File: config.mk
export PLATFORM = sky130hd
export DESIGN_NAME = washer_countdown
export DESIGN_NICKNAME = d
export VERILOG_FILES = /design/src/rtl/washer_countdown.sv
export SDC_FILE = /design/constraint.sdc
export NUM_CORES = 1
export LEC_CHECK = 0
export CELL_PAD_IN_SITES_DETAIL_PLACEMENT = 0
export CELL_PAD_IN_SITES_GLOBAL_PLACEMENT = 1
export CORE_ASPECT_RATIO = 1.25
export CORE_MARGIN = 2
export CORE_UTILIZATION = 41
export CTS_CLUSTER_SIZE = 12
export DETAILED_ROUTE_END_ITERATION = 10
export GPL_TIMING_DRIVEN = 0
export PLACE_DENSITY_LB_ADDON = 0.1
export SYNTH_ARGS = -nofsm -noshare
export SYNTH_HDL_FRONTEND = slang
export SYNTH_SLANG_ARGS = --single-unit
File: constraint.sdc
create_clock -name qclock -period 2.9 [get_ports qclock]
set_input_delay 0.29 -clock qclock [delete_from_list [all_inputs] [get_ports qclock]]
set_output_delay 0.29 -clock qclock [all_outputs]
set_load 0.01 [all_outputs]
File: src/rtl/washer_countdown.sv
// Washer front-panel countdown sequencer: 0-99 remaining-time counter with
// prescaled decrement, load/start/pause/resume, BCD digit outputs and blink.
`timescale 1ns/1ps
module washer_countdown #(
  parameter int TICK_DIV  = 100,
  parameter int BLINK_DIV = 50,
  parameter int MAX_VAL   = 99
) (
  input  logic       qclock,
  input  logic       rst,
  input  logic       load,
  input  logic [7:0] load_val,
  input  logic       start,
  input  logic       pause,
  output logic [3:0] code1,
  output logic [3:0] code2,
  output logic       busy,
  output logic       done,
  output logic       blank
);

  localparam int PW = (TICK_DIV > 2) ? $clog2(TICK_DIV) : 1;
  localparam int BW = (BLINK_DIV > 1) ? $clog2(BLINK_DIV) : 1;
  localparam logic [PW-1:0] PRE_LAST = PW'(TICK_DIV - 1);
  localparam logic [BW-1:0] BLK_LAST = BW'(BLINK_DIV - 1);
  localparam logic [7:0]    MAX8     = 8'(MAX_VAL);

  typedef enum logic [1:0] {IDLE, RUN, PAUSE, DONE} state_t;

  state_t        state, state_n;
  logic [6:0]    cnt, cnt_n;
  logic [PW-1:0] pre, pre_n;
  logic [BW-1:0] blk;
  logic          done_n;
  logic          blink_on;

  function automatic logic [6:0] sat_load(input logic [7:0] v);
    logic [7:0] r;
    r = (v > MAX8) ? MAX8 : v;
    return r[6:0];
  endfunction

  function automatic logic [3:0] bcd_tens(input logic [6:0] c);
    logic [6:0] q;
    q = c / 7'd10;
    return q[3:0];
  endfunction

  function automatic logic [3:0] bcd_units(input logic [6:0] c);
    logic [6:0] r;
    r = c % 7'd10;
    return r[3:0];
  endfunction

  always_comb begin
    state_n = state;
    cnt_n   = cnt;
    pre_n   = pre;
    done_n  = 1'b0;
    if (load) begin
      cnt_n   = sat_load(load_val);
      pre_n   = '0;
      state_n = IDLE;
    end else begin
      case (state)
        IDLE: begin
          if (start) begin
            if (cnt != 7'd0) begin
              state_n = RUN;
              pre_n   = '0;
            end else begin
              state_n = DONE;
              done_n  = 1'b1;
            end
          end
        end
        RUN: begin
          // pause beats a coincident tick so the held pre/cnt lose nothing
          if (pause) begin
            state_n = PAUSE;
          end else if (pre == PRE_LAST) begin
            pre_n = '0;
            cnt_n = cnt - 7'd1;
            if (cnt == 7'd1) begin
              state_n = DONE;
              done_n  = 1'b1;
            end
          end else begin
            pre_n = pre + 1'b1;
          end
        end
        PAUSE: begin
          if (start && !pause) state_n = RUN;
        end
        DONE: begin
          state_n = DONE;
        end
        default: state_n = IDLE;
      endcase
    end
  end

  // blink only counts while staying in PAUSE/DONE; any exit clears it on that edge
  assign blink_on = (state_n == state) && ((state == PAUSE) || (state == DONE));
  assign busy     = (state == RUN) || (state == PAUSE);

  always_ff @(posedge qclock) begin
    if (rst) begin
      state <= IDLE;
      cnt   <= '0;
      pre   <= '0;
      blk   <= '0;
      blank <= 1'b0;
      done  <= 1'b0;
      code1 <= '0;
      code2 <= '0;
    end else begin
      state <= state_n;
      cnt   <= cnt_n;
      pre   <= pre_n;
      done  <= done_n;
      code1 <= bcd_tens(cnt);
      code2 <= bcd_units(cnt);
      if (blink_on) begin
        if (blk == BLK_LAST) begin
          blk   <= '0;
          blank <= ~blank;
        end else begin
          blk <= blk + 1'b1;
        end
      end else begin
        blk   <= '0;
        blank <= 1'b0;
      end
    end
  end

endmodule

==> flow_summary.ini, run 1 <==
[routing]
wl_met2_um = 2370
drt_first_pass_iters = 4
drt-initial-drc-count = 106
wl_met3_um = 160
wl_per_cell_um = 13.8
wl_um = 4850
top_layer = met4
drcViolationCount = 0
drtAntennaViolNets = 0
met1_length_um = 2220
vias = 1924
routed_via_density = 5.50

[timing]
whs_ns = 0.429
finalClockSkew_ns = 0.00564
fmax_mhz = 415
finalHoldViolCount = 0
setup_tns_ns = 0
worst_slew_pin_slew_ns = 0.613
slew_viol_final = 0
period_needed_ns = 2.41
setup_viol = 0
rsz0062_at_grt = false
slew_headroom_pct = 58.7
min_period_over_period_pct = 83.1
setup_ws_ns = 0.489

[logic_synthesis]
yosys_warnings = 0
synth_most_common_cell = nor2_1
synth_cell_types = 53
synth_top_cells_by_area = dfxtp_1 (31%), ha_1 (7.4%), nor2_1 (6.1%)
synth_area_per_cell_um2 = 7.83
ys_ff_latch = 32
ys_seq_area_share_pct = 31.5
synthCells = 260
synthFlopType = dfxtp_1
async_flop_share_pct = 0
netlist.area_leader.share_pct = 31.5
synth_nets = 285
netlist_top_cells_count = nor2_1 (33), dfxtp_1 (32), a21oi_1 (21), nand2_1 (16)
synth_edf_count = 0
syn_area_um2 = 2040
synth.largest_area_cell = dfxtp_1

[run]
max_cap_violations = 0

[cts]
numCtsBuffers = 5
clk_latency_ns = 0.28
ctsLongestPathBuffers = 2
ctsResizeCount = 0
root_buffer = clkbuf_8
cts_tree = yes
clk_pin_slew_ns = 0.07
htree_levels = 2
cts.sinks = 32
cts_hold_buf = 0
post_cts_buffers = 0

[power_and_ir_drop]
vdd_drop_max_uv = 297
p_leak_nw = 0.897
power.total_mw = 1.10
power_density_nw_per_um2 = 453

[place]
place_area_um2 = 2330
port_buffers = 22
pre_cts_ws_ns = 0.469
routabilityCongestion = 0.845
dpl.hpwl_um = 3640
dp.cells = 342

[critical_path]
worstPathCellList = inv_1, ha_1, or2_4, or3_1, a31o_1, o211a_1, nand4bb_1, buf_2, nor3_1
cp-start-kind = flop
crit_path_end_kind = flop
slowest_delay_ns = 0.45
reg2reg_slack_ns = 0.49
cp_slowest_cell = dfxtp_1
critPathMaxFanout = 7
cp.required_ns = 3.10
crit_arrival_ns = 2.62
criticalPathCategory = reg2reg
reg2reg_from = state[1]
crit_end = blk[2]
r2r_cells = 9
worstReg2RegEnd = blk[2]
crit_start = state[1]

[finish]
nFillCells = 515
synthToLayoutAreaGrowth_pct = 19.1
utilization_pct = 50.9
num_antenna_cells = 0
fin_cells = 350
multiInputGateArea_um2 = 1290
drive_gt1_share_pct = 7.24
seq_area_um2 = 641
nets = 314
finalInstanceArea_um2 = 2420

[die]
coreArea_um2 = 4760
io_pins = 24
die_x_um = 67.0
die_h_um = 82.8
initial_core_util_pct = 42.7
die_area_um2 = 5550
num_rows = 28

[global_routing]
grt_pass1_wl_um = 8110
grt_max_degree = 11
grt_overflow = 0
grt_pass1_vias = 1760
antenna_found_initial = 0
grt_usage_pct = 19.3

[outcome]
status = finished clean

[hold_path]
hp-class = in2reg
[cell type report]
cell class | count | area share, %
inverters | 12 | 1.86
repair buffers | 22 | 9.09
multi-input cells | 205 | 53.3
clock inverters | 2 | 0.413
plain buffers | 11 | 2.37
clock buffers | 6 | 3.41
well taps | 60 | 3.10
flip-flops and latches | 32 | 26.4
[per-layer routing]
metal | up-vias | global-route usage [%]
met5 | - | 0
met1 | 890 | 23.6
met2 | 35 | 32.9
met4 | 0 | 7.35
li1 | 991 | -
met3 | 8 | 4.18
[worst max-delay path, delay by kind of cell, from the launching register on]
family | cells | cell delay, ns
and+or+nand+nor | 4 | 0.92
DFF | 1 | 0.45
buffers and inverters | 2 | 0.33
AOI/OAI and AO/OA | 2 | 0.33
adders and majority gates | 1 | 0.30
[how the worst min path moves through the flow]
stage / start / endpoint / depth (start not counted)
floorplan: start / done / 2
global placement: pre[1] / pre[1] / 2
detailed placement: pre[1] / pre[1] / 2
CTS: rst / code1[0] / 2
global route: rst / code1[0] / 2
finish: rst / code1[0] / 2
[registers in the layout, summed over array words and instances (netlist names)]
register  count
cnt           7
pre           7
blk           6
code1         4
code2         4
state         2
blank         1
done          1
[layout by cell type (no fill, tap or decap), drive strengths merged, types with 5 or more instances in the layout]
cell,instances
clkbuf,11
a21oi,21
nor2b,9
nor3,9
nand3,11
and3,6
a31oi,5
nand2b,6
or3,5
inv,12
nor2,33
clkdlybuf4s50,22
a211oi,5
dfxtp,32
xnor2,7
nand2,16
o21ai,12
buf,6
ha,12
[kinds of logic (layout without fill, tap and decap cells)]
group,count (synthesis),in the layout,share of synthesized area [%]
and+or+nand+nor,115,115,29.6
AOI/OAI and AO/OA,64,64,20.2
DFF,32,32,31.5
buffers and inverters,23,53,5.04
adders and majority gates,13,13,7.87
xor gates and xnor gates,10,10,4.30
muxes,3,3,1.54
[power breakdown]
group	total [mW]	internal (mW)	switching (mW)
Combinational	0.264	0.123	0.141
Sequential	0.476	0.461	0.0157
Clock	0.359	0.189	0.169
Total	1.10	0.773	0.326
(Power assumes the default switching activity.)
==> run 2, diff against run 1 <==
Clock period 2.9 ns to 2.5 ns, I/O delays scaled along.
==> run 2 against run 1 <==
Flip-flop and latch count unchanged. Clock skew about the same. Cell area up 0.26%. Clock power up 16%. Setup slack worse by 0.36 ns.
==> flow_summary.ini, run 2 (synthesized netlist as in run 1, its figures left out) <==
[power_and_ir_drop]
vdd_drop_max_uv = 344
seqPwrFrac_pct = 43.3
p_sw_share_pct = 29.7
p_int_uw = 898
pwr-share-clk_pct = 32.5
pwr-share-comb_pct = 24.2
net-switching-power_uw = 379
p_leak_nw = 0.901
power_density_nw_per_um2 = 525

[global_routing]
grt_pass1_vias = 1760
grt_pass1_wl_um = 8110
grt_max_degree = 11
grt_usage_pct = 19.3
grt_overflow = 0
antenna_found_initial = 0

[critical_path]
worstPathCellList = inv_2, ha_1, or2_4, or3_1, a31o_1, o211a_1, nand4bb_1, buf_2, nor3_1
slowest_delay_ns = 0.47
crit_arrival_ns = 2.58
critPathMaxFanout = 7
cp_slowest_cell = dfxtp_1
criticalPathCategory = reg2reg
cp.depth = 9
crit_path_end_kind = flop
reg2reg_slack_ns = 0.13
crit_family = simple AND/OR/NAND/NOR gates
reg2reg_from = state[1]
cp-start-kind = flop
worstReg2RegEnd = blk[2]
r2r_cells = 9
cp.required_ns = 2.70
worst-path-buf-inv = 2

[hold_path]
hp-class = in2reg
holdPathEnd = code1[0]
min_from = rst
min_path_cells = 2

[die]
initial_core_util_pct = 42.7
die_area_um2 = 5550
die_x_um = 67.0
coreArea_um2 = 4760
num_rows = 28
io_pins = 24
die_h_um = 82.8

[finish]
nets = 314
top_regs = cnt (7), pre (7), blk (6)
synthToLayoutAreaGrowth_pct = 19.4
finalInstanceArea_um2 = 2430
drive_gt1_share_pct = 8.62
final_cell_mix = nor2_1 (33), dfxtp_1 (32), clkdlybuf4s50_1 (22)
layout_commonest_cell = nor2_1
num_antenna_cells = 0

[cts]
cts_tree = yes
htree_levels = 2
clk_pin_slew_ns = 0.07
root_buffer = clkbuf_8
clk_latency_ns = 0.28
numCtsBuffers = 5
post_cts_buffers = 0
ctsLongestPathBuffers = 2
cts.sinks = 32

[routing]
drtAntennaViolNets = 0
wl_per_cell_um = 13.9
drcViolationCount = 0
wl_um = 4850
vias = 1916
drt-initial-drc-count = 99
routed_via_density = 5.47
drt_first_pass_iters = 4

[place]
dpl.hpwl_um = 3640
place_area_um2 = 2330
routabilityCongestion = 0.845
port_buffers = 22

[timing]
finalClockSkew_ns = 0.00553
rsz0062_at_grt = false
period_needed_ns = 2.37
setup_viol = 0
slew_viol_final = 0
worst_slew_pin_slew_ns = 0.573
setup_tns_ns = 0
finalHoldViolCount = 0
fmax_mhz = 421
min_period_over_period_pct = 94.9
slew_headroom_pct = 61.3

[run]
max_cap_violations = 0

[outcome]
status = finished clean
run 2: layout make-up:
class / count / area, um^2
Multi-Input combinational cell: 205 / 1300
Buffer: 11 / 58.8
Clock inverter: 2 / 10.0
Inverter: 12 / 45.0
Sequential cell: 32 / 641
Clock buffer: 6 / 82.6
Fill cell: 511 / 2330
Tap cell: 60 / 75.1
Timing Repair Buffer: 22 / 220
run 2: repair_timing:
action / 4_1_cts / 5_1_grt
endpoints found under the setup margin: 0 / 9
resized for setup: 0 / 7
hold buffers: 0 / 0
run 2: worst max-delay path by stage:
stage,end,start,slack [ns]
2_1_floorplan,blk[2],state[1],0.41
3_3_place_gp,blk[2],state[1],0.02
3_5_place_dp,blk[2],state[1],0.11
4_1_cts,blk[2],state[1],0.09
5_1_grt,blk[2],state[1],0.002
6_report,blk[2],state[1],0.13
run 2: worst reg2reg max path: stages, from the launching register on:
cell and delay (ns):
dfxtp_1 0.47, inv_2 0.11, ha_1 0.29, or2_4 0.28
or3_1 0.31, a31o_1 0.21, o211a_1 0.12, nand4bb_1 0.16
buf_2 0.18, nor3_1 0.17
run 2: per-stage QoR:
step / util (%) / hold WS, ns / cells / setup slack (ns) / power (mW)
after floorplan: - / 0.404 / 260 / 0.410 / 0.767
after detailed placement: 48.9 / 0.470 / 342 / 0.109 / 0.871
after global routing: 51.0 / 0.444 / 350 / 0.00161 / 1.35
final: 51.0 / 0.391 / 350 / 0.127 / 1.28
after global placement: 48.9 / 0.463 / 342 / 0.0170 / 0.870
after CTS: 50.9 / 0.399 / 350 / 0.0929 / 1.29
run 2: power by group through the flow:
| stage | clock network, mW | registers, mW | logic (mW) |
|---|---|---|---|
| after global placement | 0 | 0.565 | 0.306 |
| final | 0.415 | 0.553 | 0.309 |
| after CTS | 0.430 | 0.553 | 0.307 |
| after floorplan | 0 | 0.567 | 0.200 |
| after detailed placement | 0 | 0.565 | 0.306 |
| after global routing | 0.453 | 0.556 | 0.344 |
run 2: routing by layer:
| layer | part of all wire [%] | vias to the layer above | track usage [%] |
|---|---|---|---|
| met3 | 2.8 | 8 | 4.18 |
| met5 | 0 | - | 0 |
| met2 | 49 | 26 | 32.9 |
| li1 | - | 991 | - |
| met4 | 1.8 | 0 | 7.35 |
| met1 | 46 | 891 | 23.6 |
==> run 3, diff against run 2 <==
Settings changed: SLEW_MARGIN set to 40.
==> results of run 3 <==
The final DEF is identical to that of run 2; final timing and power are the same.
